[src/rtl/uart_rx_os16.sv]
// 16x-oversampled 8N1 UART receiver. Delivers a byte plus a one-cycle strobe.
// Start glitches are dropped, and framing errors are flagged instead of delivered.
module uart_rx_os16 #(
  parameter int CLK_FREQ = 50000000,
  parameter int BAUD     = 115200
) (
  input  logic       clk,
  input  logic       Reset,
  input  logic       data,
  output logic [7:0] character,
  output logic       dataReady,
  output logic       frame_err,
  output logic       busy
);

  localparam int DIV    = (CLK_FREQ + BAUD * 8) / (BAUD * 16);
  localparam int TICK_W = (DIV > 1) ? $clog2(DIV) : 1;

  typedef enum logic [2:0] {IDLE, START, DATA, STOP, WAIT_HIGH} state_t;

  state_t              state, state_nxt;
  logic                sync1, rx_s;
  logic [TICK_W-1:0]   tick_cnt;
  logic                tick;
  logic [3:0]          sample_cnt;
  logic [2:0]          bit_idx;
  logic [7:0]          shreg;
  logic                sample_last;

  // Two-flop synchronizer; the line idles high, so reset to 1 avoids a false start.
  // NOTE: sequential state always uses non-blocking (<=) so every flop samples pre-edge values.
  always_ff @(posedge clk or negedge Reset) begin
    if (!Reset) begin
      sync1 <= 1'b1;
      rx_s  <= 1'b1;
    end else begin
      sync1 <= data;
      rx_s  <= sync1;
    end
  end

  // The divider is cleared in IDLE so it realigns to each start edge.
  always_ff @(posedge clk or negedge Reset) begin
    if (!Reset)                        tick_cnt <= '0;
    else if (state == IDLE || tick)    tick_cnt <= '0;
    else                               tick_cnt <= tick_cnt + TICK_W'(1);
  end

  assign tick        = (tick_cnt == TICK_W'(DIV - 1));
  assign sample_last = tick && (sample_cnt == 4'd15);
  assign busy        = (state != IDLE);

  always_ff @(posedge clk or negedge Reset) begin
    if (!Reset) state <= IDLE;
    else        state <= state_nxt;
  end

  // NOTE: default assignment first so no path through the case can infer a latch.
  always_comb begin
    state_nxt = state;
    case (state)
      IDLE:      if (!rx_s) state_nxt = START;
      START:     if (tick && sample_cnt == 4'd7) state_nxt = rx_s ? IDLE : DATA;
      DATA:      if (sample_last && bit_idx == 3'd7) state_nxt = STOP;
      STOP:      if (sample_last) state_nxt = rx_s ? IDLE : WAIT_HIGH;
      WAIT_HIGH: if (rx_s) state_nxt = IDLE;
      default:   state_nxt = IDLE;
    endcase
  end

  always_ff @(posedge clk or negedge Reset) begin
    if (!Reset) begin
      sample_cnt <= '0;
      bit_idx    <= '0;
      shreg      <= '0;
      character  <= '0;
      dataReady  <= 1'b0;
      frame_err  <= 1'b0;
    end else begin
      dataReady <= 1'b0;
      frame_err <= 1'b0;
      case (state)
        IDLE: begin
          sample_cnt <= '0;
          bit_idx    <= '0;
        end
        START: begin
          // Mid-start-bit point: zero the counter so later samples land mid-bit.
          if (tick) sample_cnt <= (sample_cnt == 4'd7) ? 4'd0 : sample_cnt + 4'd1;
        end
        DATA: begin
          if (tick) sample_cnt <= sample_cnt + 4'd1;
          if (sample_last) begin
            shreg   <= {rx_s, shreg[7:1]};
            bit_idx <= bit_idx + 3'd1;
          end
        end
        STOP: begin
          if (tick) sample_cnt <= sample_cnt + 4'd1;
          if (sample_last) begin
            if (rx_s) begin
              character <= shreg;
              dataReady <= 1'b1;
            end else begin
              frame_err <= 1'b1;
            end
          end
        end
        default: ;
      endcase
    end
  end

endmodule

[config.mk]
export PLATFORM = sky130hd
export DESIGN_NAME = uart_rx_os16
export DESIGN_NICKNAME = d
export VERILOG_FILES = /design/src/rtl/uart_rx_os16.sv
export SDC_FILE = /design/constraint.sdc
export NUM_CORES = 1
export LEC_CHECK = 0
export BUFFER_PORTS_ARGS = -buffer_cell sky130_fd_sc_hd__buf_2
export CAP_MARGIN = 20
export CELL_PAD_IN_SITES_DETAIL_PLACEMENT = 1
export CELL_PAD_IN_SITES_GLOBAL_PLACEMENT = 2
export CORE_ASPECT_RATIO = 0.9
export CORE_MARGIN = 1
export CORE_UTILIZATION = 33
export DETAILED_ROUTE_END_ITERATION = 6
export PLACE_DENSITY = 0.75
export SLEW_MARGIN = 25
export SYNTH_ARGS = -nofsm -noshare
export SYNTH_HDL_FRONTEND = slang
export SYNTH_SLANG_ARGS = --single-unit
export TNS_END_PERCENT = 20
[constraint.sdc]
create_clock -name clk -period 2.45 [get_ports clk]
set_input_delay 0.49 -clock clk [delete_from_list [all_inputs] [get_ports clk]]
set_output_delay 0.49 -clock clk [all_outputs]
set_load 0.02 [all_outputs]
Word-level counts from Yosys, hierarchy flattened
Index checks and enable logic that the tools add are counted.
W data, S select, Z words.
{"block": "word_totals", "out_inout_bits": 11, "ff_bits": 35}
{"block": "classes", "n_reduce_logical": 14, "n_addsub": 3, "muxes": 21, "eq_ne": 16}
{"cell": "$mux W3", "count": 7}
{"cell": "$pmux W3 S5", "count": 1}
{"cell": "$ne A2 B2 Y1 const B", "count": 7}
{"cell": "$mux W4", "count": 3}
{"cell": "$pmux W4 S3", "count": 1}
{"cell": "$eq A3 B2 Y1 const B", "count": 2}
{"cell": "$eq A3 B3 Y1 const B", "count": 2}
{"cell": "$mux W1", "count": 6}
{"cell": "$pmux W3 S2", "count": 1}
{"cell": "$reduce_and A3 Y1", "count": 2}
{"cell": "$reduce_bool A3 Y1", "count": 2}
{"cell": "$add A5 B1 Y5 const B", "count": 1}
{"cell": "$eq A5 B5 Y1 const B", "count": 1}
{"cell": "$mux W5", "count": 1}
{"cell": "$reduce_and A5 Y1", "count": 1}
{"cell": "$add A4 B1 Y4 const B", "count": 1}
{"cell": "$eq A4 B3 Y1 const B", "count": 1}
{"cell": "$eq A4 B4 Y1 const B", "count": 1}
{"cell": "$reduce_and A2 Y1", "count": 2}
{"cell": "$add A3 B1 Y3 const B", "count": 1}
{"cell": "$eq A3 B1 Y1 const B", "count": 1}
{"cell": "$logic_and A1 B1 Y1", "count": 3}
{"cell": "$logic_not A3 Y1", "count": 1}
{"cell": "$mux W2", "count": 1}
{"cell": "4 further kinds", "count": 4}

Longest topological paths before layout
Gate-level depths: netlist (run 1).
{"block": "logic_depth", "depth_word": 5, "ltp_mapped": 6, "depth_no_buf": 5}

Worst setup path before layout (run 1)
No wires, ideal clock.
{"block": "synth_path", "path_type": "register to register", "startpoint": "reg tick_cnt[0]", "endpoint": "reg shreg[1]", "arrival_time_ps": 1600, "slack_ps": 725, "path_buffers": 1, "path_stages_with_launch": 7, "cell_sequence": "dfrtp_1 > inv_1 > ha_1 > and4b_2 > and4_4 > buf_6 > mux2_2"}
{"block": "synth_via", "elab_chain_len": 3}
{"element": "from (decl)", "line_no": "23", "source": "logic [TICK_W-1:0] tick_cnt;"}
{"element": "from (signal assigned)", "line_no": "46", "source": "else tick_cnt <= tick_cnt + TICK_W'(1);"}
{"element": "$eq A5 B5 Y1", "line_no": "49", "source": "assign tick = (tick_cnt == TICK_W'(DIV - 1));"}
{"element": "$logic_and A1 B1 Y1", "line_no": "50", "source": "assign sample_last = tick && (sample_cnt == 4'd15);"}
{"element": "$reduce_and A2 Y1 (no source line)"}
{"element": "to (signal assigned)", "line_no": "94", "source": "shreg <= {rx_s, shreg[7:1]};"}
{"element": "to (decl)", "line_no": "27", "source": "logic [7:0] shreg;"}
Every way passes these cells.
A chain may end at the register's enable or synchronous reset.

Worst setup path after layout (run 1)
{"block": "layout_path", "startpoint": "reg state[0]", "endpoint": "out busy"}
{"block": "layout_via", "elab_chain_len": 1}
{"element": "from (decl)", "line_no": "21", "source": "state_t state, state_nxt;"}
{"element": "from (signal assigned)", "line_no": "55", "source": "else state <= state_nxt;"}
{"element": "$reduce_bool A3 Y1", "line_no": "51", "source": "assign busy = (state != IDLE);"}
{"element": "to (decl)", "line_no": "13", "source": "output logic busy"}
Every way passes these cells.

==> results of run 1 <==
==> worst max-delay path: stages (launching register included) <==
cell,delay (ns)
dfrtp_1,0.50
or3_1,0.55
buf_2,0.22
==> how the worst max path moves through the flow <==
stage	startpoint	to	slack [ns]	cells after the start
floorplan	tick_cnt[0]	shreg[1]	0.73	6
global placement	tick_cnt[0]	shreg[5]	0.65	5
detailed placement	tick_cnt[0]	character[4]	0.60	5
CTS	state[0]	busy	0.39	2
global route	state[0]	busy	0.31	2
finish	state[0]	busy	0.41	2
==> flip-flops by register name, indices dropped and copies added, names as in the netlist <==
name	flops
shreg	8
bit_idx	3
tick_cnt	5
rx_s	1
character	8
frame_err	1
dataReady	1
state	3
sample_cnt	4
sync1	1
==> cell usage after synthesis, types with 2 or more instances <==
cell type  count
dfrtp_1       33
mux2_2        16
nor2_1         9
mux2i_1        6
nand2_1        6
nand3_1        6
ha_1           5
inv_1          5
o2111ai_1      3
xor2_1         3
a21oi_1        2
buf_2          2
dfstp_2        2
o211ai_1       2
or3_1          2
==> layer usage <==
layer / track usage (%) / part of all wire [%]
met5: 0 / 0
met2: 19.9 / 44
met1: 17.9 / 51
met3: 4.63 / 3.8
met4: 5.66 / 1.1
==> power by group through the flow <==
stage / clock, mW / sequential [mW] / combinational [mW]
floorplan: 0 / 0.593 / 0.000346
global placement: 0 / 0.593 / 0.0134
detailed placement: 0 / 0.593 / 0.0139
CTS: 0.534 / 0.582 / 0.0139
global route: 0.559 / 0.582 / 0.0151
finish: 0.511 / 0.582 / 0.0126
==> final cells by class <==
cell class / instances / area (um^2) / share of cell area, %
flip-flops and latches: 35 / 878 / 49.2
repair buffers: 13 / 65.1 / 3.64
multi-input cells: 77 / 634 / 35.5
inverters: 5 / 18.8 / 1.05
clock inverters: 3 / 43.8 / 2.45
clock buffers: 5 / 68.8 / 3.85
well taps: 62 / 77.6 / 4.34
==> cell families (layout without fill, tap and decap cells) <==
family / after synthesis / after routing
adders and majority gates: 5 / 5
DFF: 35 / 35
AOI/OAI and AO/OA: 11 / 11
and+or+nand+nor: 35 / 35
xor gates and xnor gates: 4 / 4
buffers and inverters: 9 / 26
muxes: 22 / 22
==> placed cells by master, fill, tap and decap left out, drive strengths merged <==
cell type	netlist	layout
dfrtp	33	33
mux2	16	16
buf	3	13
nor2	9	9
nand2	6	6
nand3	6	6
mux2i	6	6
inv	5	5
ha	5	5
clkbuf	1	5
xor2	3	3
o2111ai	3	3
or3	2	2
a21oi	2	2
o211ai	2	2
dfstp	2	2
nand4b	2	2
nor3	2	2
clkinv	0	2
or4	1	1
xnor2	1	1
or4bb	1	1
o21ai	1	1
and4b	1	1
and3	1	1
a31oi	1	1
o21a	1	1
nand4	1	1
o31ai	1	1
and4	1	1
or2	1	1
nand2b	1	1
bufinv	0	1
==> flow_metrics.env, run 1 <==
export IMPL_synthAdderAreaFrac_pct=4.02
export IMPL_cts_made_buffers=5
export IMPL_placed_cells=192
export IMPL_drive_above_1_share_pct=31.9
export IMPL_total_power_mw=1.11
export IMPL_first_global_vias=1006
export IMPL_clockRootBuffer="clkbuf_8"
export IMPL_p_comb_share_pct=1.1
export IMPL_grt_overflow=0
export IMPL_cts_resized=0
export IMPL_nFillCells=501
export IMPL_rrSetupSlack_ns=0.62
export IMPL_cts_tree="done"
export IMPL_setup_violations=0
export IMPL_start_util_pct=34.7
export IMPL_switching_share_pct=20.1
export IMPL_netlist_top_cells_area="dfrtp_1 53%, mux2_2 12%, ha_1 4.0%"
export IMPL_die_h_um=67.2
export IMPL_synthMuxAreaShare_pct=15.4
export IMPL_dr_total_vias=975
export IMPL_final_nets=145
export IMPL_synth_compound_area_share_pct=4.98
export IMPL_fin_skew_ns=0.00897
export IMPL_yosys_area_share_simple_pct=14.1
export IMPL_r2r_cells=5
export IMPL_slew_viol_final=0
export IMPL_ys_warn_count=0
export IMPL_drt_iter0_markers=62
export IMPL_regToRegStartpoint="tick_cnt[0]"
export IMPL_track_usage_pct=13.5
export IMPL_p_leak_nw=0.874
export IMPL_fmax_ghz=0.490
export IMPL_worst_skew_pair_late_latency_ns=0.28
export IMPL_diodes=0
export IMPL_place_area_um2=1670
export IMPL_slew_headroom_pct=47.6
export IMPL_seq_power_share_pct=52.6
export IMPL_finalWirelength_um=2820
export IMPL_drv_cap=0
export IMPL_place_ws_ns=0.596
export IMPL_clk_pin_slew_ns=0.07
export IMPL_htree_levels=2
export IMPL_holdBufCountCts=0
export IMPL_ant_nets=0
export IMPL_wl_per_cell_um=14.1
export IMPL_synth_area_leader_cell="dfrtp_1"
export IMPL_rows=23
export IMPL_grt_pass1_wl_um=4890
export IMPL_p_switching_uw=222
export IMPL_synth_cell_types=34
export IMPL_finalCritPeriodShare_pct=83.3
export IMPL_via_per_inst=4.88
export IMPL_path_class="register to primary output"
export IMPL_start_kind="register"
export IMPL_synthToLayoutAreaGrowth_pct=14.8
export IMPL_antenna_found_initial=0
export IMPL_cts_buffer_depth=2
export IMPL_synthArstFlopShare_pct=100
export IMPL_rsz0062_at_grt="false"
export IMPL_synth_avg_cell_area_um2=12.9
export IMPL_netlist_area_um2=1560
export IMPL_hold_viol_final=0
export IMPL_syn_num_nets=129
export IMPL_utilization_pct=39.8
export IMPL_die_w_um=74.4
export IMPL_setup_ws_ns=0.408
export IMPL_grt_max_degree=36
export IMPL_clkPwrFrac_pct=46.2
export IMPL_synth_seq_area_share_pct=56.4
export IMPL_tightestPinTransition_ns=0.786
export IMPL_finalWeightedCongestion=0.730
export IMPL_io_pins=14
export IMPL_portBuffers=13
export IMPL_synthCells=121
export IMPL_synthXorXnorAreaFrac_pct=2.25
export IMPL_core_area_um2=4490
export IMPL_synth_seq_cells=35
export IMPL_drc=0
export IMPL_worstPathArrival_ns=1.55
export IMPL_hold_class="input port to asynchronous set/reset pin"
export IMPL_crit_required_ns=1.96
export IMPL_synth_top_family_by_area="multiplexers"
export IMPL_period_minus_slack_ns=2.04
export IMPL_clkSinkCount=35
export IMPL_final_area_um2=1790
export IMPL_regToRegEndpoint="character[0]"
export IMPL_final_cells=200
export IMPL_dp_hpwl_um=1980
export IMPL_endpoint_kind="primary output"
export IMPL_yosys_area_top_type_share_pct=53.1
export IMPL_hold_slack_ns=0.289
export IMPL_p_per_area_nw_per_um2=619
export IMPL_firstDrtPassIters=4
export IMPL_dieArea_um2=5000
export IMPL_p_int_uw=885
export IMPL_ys_flop_type="dfrtp_1"
export IMPL_setup_tns_ns=0
export IMPL_post_cts_buffers=0
export IMPL_ir_drop_v=0.000328
export IMPL_synth_edf_count=0
export IMPL_status="finished, final reports clean"
export IMPL_cp_max_fo=11
(Power assumes the default switching activity.)
==> run 2, diff against run 1 <==
--- a/config.mk
+++ b/config.mk
@@ -5,6 +5,7 @@
 export SDC_FILE = /design/constraint.sdc
 export NUM_CORES = 1
 export LEC_CHECK = 0
+export ABC_AREA = 1
 export BUFFER_PORTS_ARGS = -buffer_cell sky130_fd_sc_hd__buf_2
 export CAP_MARGIN = 20
 export CELL_PAD_IN_SITES_DETAIL_PLACEMENT = 1
@@ -13,7 +14,7 @@
 export CORE_MARGIN = 1
 export CORE_UTILIZATION = 33
 export DETAILED_ROUTE_END_ITERATION = 6
-export PLACE_DENSITY = 0.75
+export PLACE_DENSITY = 0.81
 export SLEW_MARGIN = 25
 export SYNTH_ARGS = -nofsm -noshare
 export SYNTH_HDL_FRONTEND = slang
==> constraint.sdc (replaced) <==
create_clock -name clk -period 2.1 [get_ports clk]
set_input_delay 0.42 -clock clk [delete_from_list [all_inputs] [get_ports clk]]
set_output_delay 0.42 -clock clk [all_outputs]
set_load 0.02 [all_outputs]
==> run 2 against run 1 <==
  * Die area up 3.7%
  * Sequential share of layout area fell by 0.85 points
  * Flip-flop and latch count is the same
  * Worst setup slack lost 0.20 ns
  * Non-clock buffer count did not move
  * Critical path type unchanged
  * Global-route usage is 1.7 points higher
  * Via count grew 24%
  * Critical path depth up 1
  * Hold slack worse by 0.071 ns
==> flow_metrics.env, run 2 <==
export IMPL_drt_iter0_markers=43
export IMPL_cts_resized=0
export IMPL_worst_skew_pair_late_latency_ns=0.28
export IMPL_die_w_um=75.7
export IMPL_period_minus_slack_ns=1.90
export IMPL_fmax_ghz=0.527
export IMPL_ir_drop_v=0.000317
export IMPL_path_class="register to primary output"
export IMPL_start_kind="register"
export IMPL_core_area_um2=4580
export IMPL_setup_violations=0
export IMPL_synthToLayoutAreaGrowth_pct=12.5
export IMPL_synthXorXnorAreaFrac_pct=0.542
export IMPL_finalWirelength_um=3320
export IMPL_wl_per_cell_um=12.9
export IMPL_holdBufCountCts=0
export IMPL_final_area_um2=1820
export IMPL_finalWeightedCongestion=0.800
export IMPL_synth_top_family_by_area="simple AND/OR/NAND/NOR gates"
export IMPL_synth_seq_area_share_pct=54.4
export IMPL_dp_hpwl_um=2500
export IMPL_setup_tns_ns=0
export IMPL_synth_seq_cells=35
export IMPL_synth_most_common_cell="nand2_1"
export IMPL_tightestPinTransition_ns=0.780
export IMPL_r2r_cells=9
export IMPL_post_cts_buffers=0
export IMPL_netlist_top_cells_area="dfrtp_1 51%, nand2_1 11%, o21ai_2 4.3%"
export IMPL_rsz0062_at_grt="false"
export IMPL_slew_viol_final=0
export IMPL_cp_max_fo=6
export IMPL_finalCritPeriodShare_pct=90.3
export IMPL_synthAdderAreaFrac_pct=3.87
export IMPL_layout_commonest_cell="nand2_1"
export IMPL_yosys_area_top_type_share_pct=51.1
export IMPL_hold_class="input port to asynchronous set/reset pin"
export IMPL_p_per_area_nw_per_um2=639
export IMPL_htree_levels=2
export IMPL_syn_num_nets=185
export IMPL_rrSetupSlack_ns=0.23
export IMPL_endpoint_kind="primary output"
export IMPL_synthArstFlopShare_pct=100
export IMPL_cts_tree="done"
export IMPL_nFillCells=540
export IMPL_via_per_inst=4.70
export IMPL_drive_above_1_share_pct=23.6
export IMPL_status="finished, final reports clean"
export IMPL_antenna_found_initial=0
export IMPL_reg_top3="character (8), shreg (8), tick_cnt (5)"
export IMPL_grt_overflow=0
export IMPL_clk_pin_slew_ns=0.07
export IMPL_synth_area_leader_cell="dfrtp_1"
export IMPL_track_usage_pct=15.2
export IMPL_synth_compound_area_share_pct=10.5
export IMPL_ys_flop_type="dfrtp_1"
export IMPL_cts_made_buffers=5
export IMPL_slew_headroom_pct=48.0
export IMPL_start_util_pct=35.3
export IMPL_firstDrtPassIters=4
export IMPL_place_area_um2=1730
export IMPL_die_h_um=68.4
export IMPL_crit_required_ns=1.68
export IMPL_netlist_area_um2=1620
export IMPL_portBuffers=13
export IMPL_final_nets=202
export IMPL_ys_warn_count=0
export IMPL_drc=0
export IMPL_diodes=0
export IMPL_synth_edf_count=0
export IMPL_clkSinkCount=35
export IMPL_regToRegEndpoint="shreg[5]"
export IMPL_grt_max_degree=36
export IMPL_synthMuxAreaShare_pct=0.620
export IMPL_regToRegStartpoint="tick_cnt[0]"
export IMPL_synthCells=177
export IMPL_io_pins=14
export IMPL_final_cell_mix="46 x nand2_1, 33 x dfrtp_1, 14 x inv_1"
export IMPL_hold_viol_final=0
export IMPL_fin_skew_ns=0.00302
export IMPL_rows=23
export IMPL_yosys_area_share_simple_pct=23.7
export IMPL_synth_avg_cell_area_um2=9.13
export IMPL_first_global_vias=1292
export IMPL_ant_nets=0
export IMPL_worstPathArrival_ns=1.48
export IMPL_cts_buffer_depth=2
export IMPL_dr_total_vias=1208
export IMPL_utilization_pct=39.7
export IMPL_dieArea_um2=5180
export IMPL_p_leak_nw=0.907
export IMPL_synth_common_cells="46 x nand2_1, 33 x dfrtp_1, 14 x inv_1, 11 x nand3_1, 11 x nor2_1"
export IMPL_grt_pass1_wl_um=5700
export IMPL_drv_cap=0
export IMPL_clockRootBuffer="clkbuf_8"
export IMPL_synth_cell_types=28
==> run 2: cell types whose count changed in the layout (fill, tap and decap cells not counted), sizes merged, moves of 3 or more <==
cell / change
o21ai: +19
clkinv: +3
a21oi: +3
nand2: +45
o2111ai: -3
nor2: +5
nand3: +6
nand4: +3
inv: +14
mux2: -16
mux2i: -5
==> run 2: logic make-up after synthesis <==
logic type | after synthesis
xor+xnor | 1
flops | 35
compound gates | 27
mux | 1
simple gates | 84
fa+ha+maj | 5
buf+inv | 24
==> run 2: power breakdown <==
part	total, mW	switching [mW]	leakage, nW	internal [mW]
clock network	0.464	0.237	0.0477	0.227
registers	0.680	0.00242	0.457	0.677
logic	0.0172	0.0149	0.402	0.00231
==> run 2: critical path: stages (launching register included) <==
cell and delay, ns:
dfrtp_1 0.41, nor2_1 0.30, nand2_1 0.25, buf_2 0.23
==> run 2: layer usage <==
layer | wire (um) | global-route usage, % | share of wire (%) | vias to the layer above
li1 | - | - | - | 601
met1 | 1480 | 18.1 | 45 | 589
met2 | 1700 | 26.3 | 51 | 12
met3 | 79 | 3.53 | 2.4 | 6
met4 | 52 | 6.25 | 1.6 | 0
met5 | 0 | 0 | 0 | -
==> run 2: how the worst max path moves through the flow <==
stage	start	slack [ns]	end	depth (start not counted)
2_1_floorplan	tick_cnt[0]	0.67	bit_idx[0]	10
3_3_place_gp	tick_cnt[0]	0.35	bit_idx[0]	9
3_5_place_dp	tick_cnt[0]	0.21	shreg[5]	9
4_1_cts	state[0]	0.15	busy	3
5_1_grt	tick_cnt[0]	0.003	shreg[5]	9
6_report	state[0]	0.20	busy	3
==> run 2: stage by stage <==
stage / instances / power (mW) / worst slack, ns / hold WS [ns]
2_1_floorplan: 177 / 0.695 / 0.671 / 0.124
3_3_place_gp: 249 / 0.711 / 0.351 / 0.348
3_5_place_dp: 249 / 0.712 / 0.210 / 0.348
4_1_cts: 257 / 1.18 / 0.154 / 0.224
5_1_grt: 257 / 1.21 / 0.00286 / 0.216
6_report: 257 / 1.16 / 0.203 / 0.218
==> run 2: final cells by class <==
class	instances	area (um^2)	area share [%]
clock buffers	5	68.8	3.79
clock inverters	3	15.0	0.826
inverters	21	80.1	4.40
multi-input cells	118	633	34.8
flip-flops and latches	35	878	48.3
well taps	62	77.6	4.27
repair buffers	13	65.1	3.58
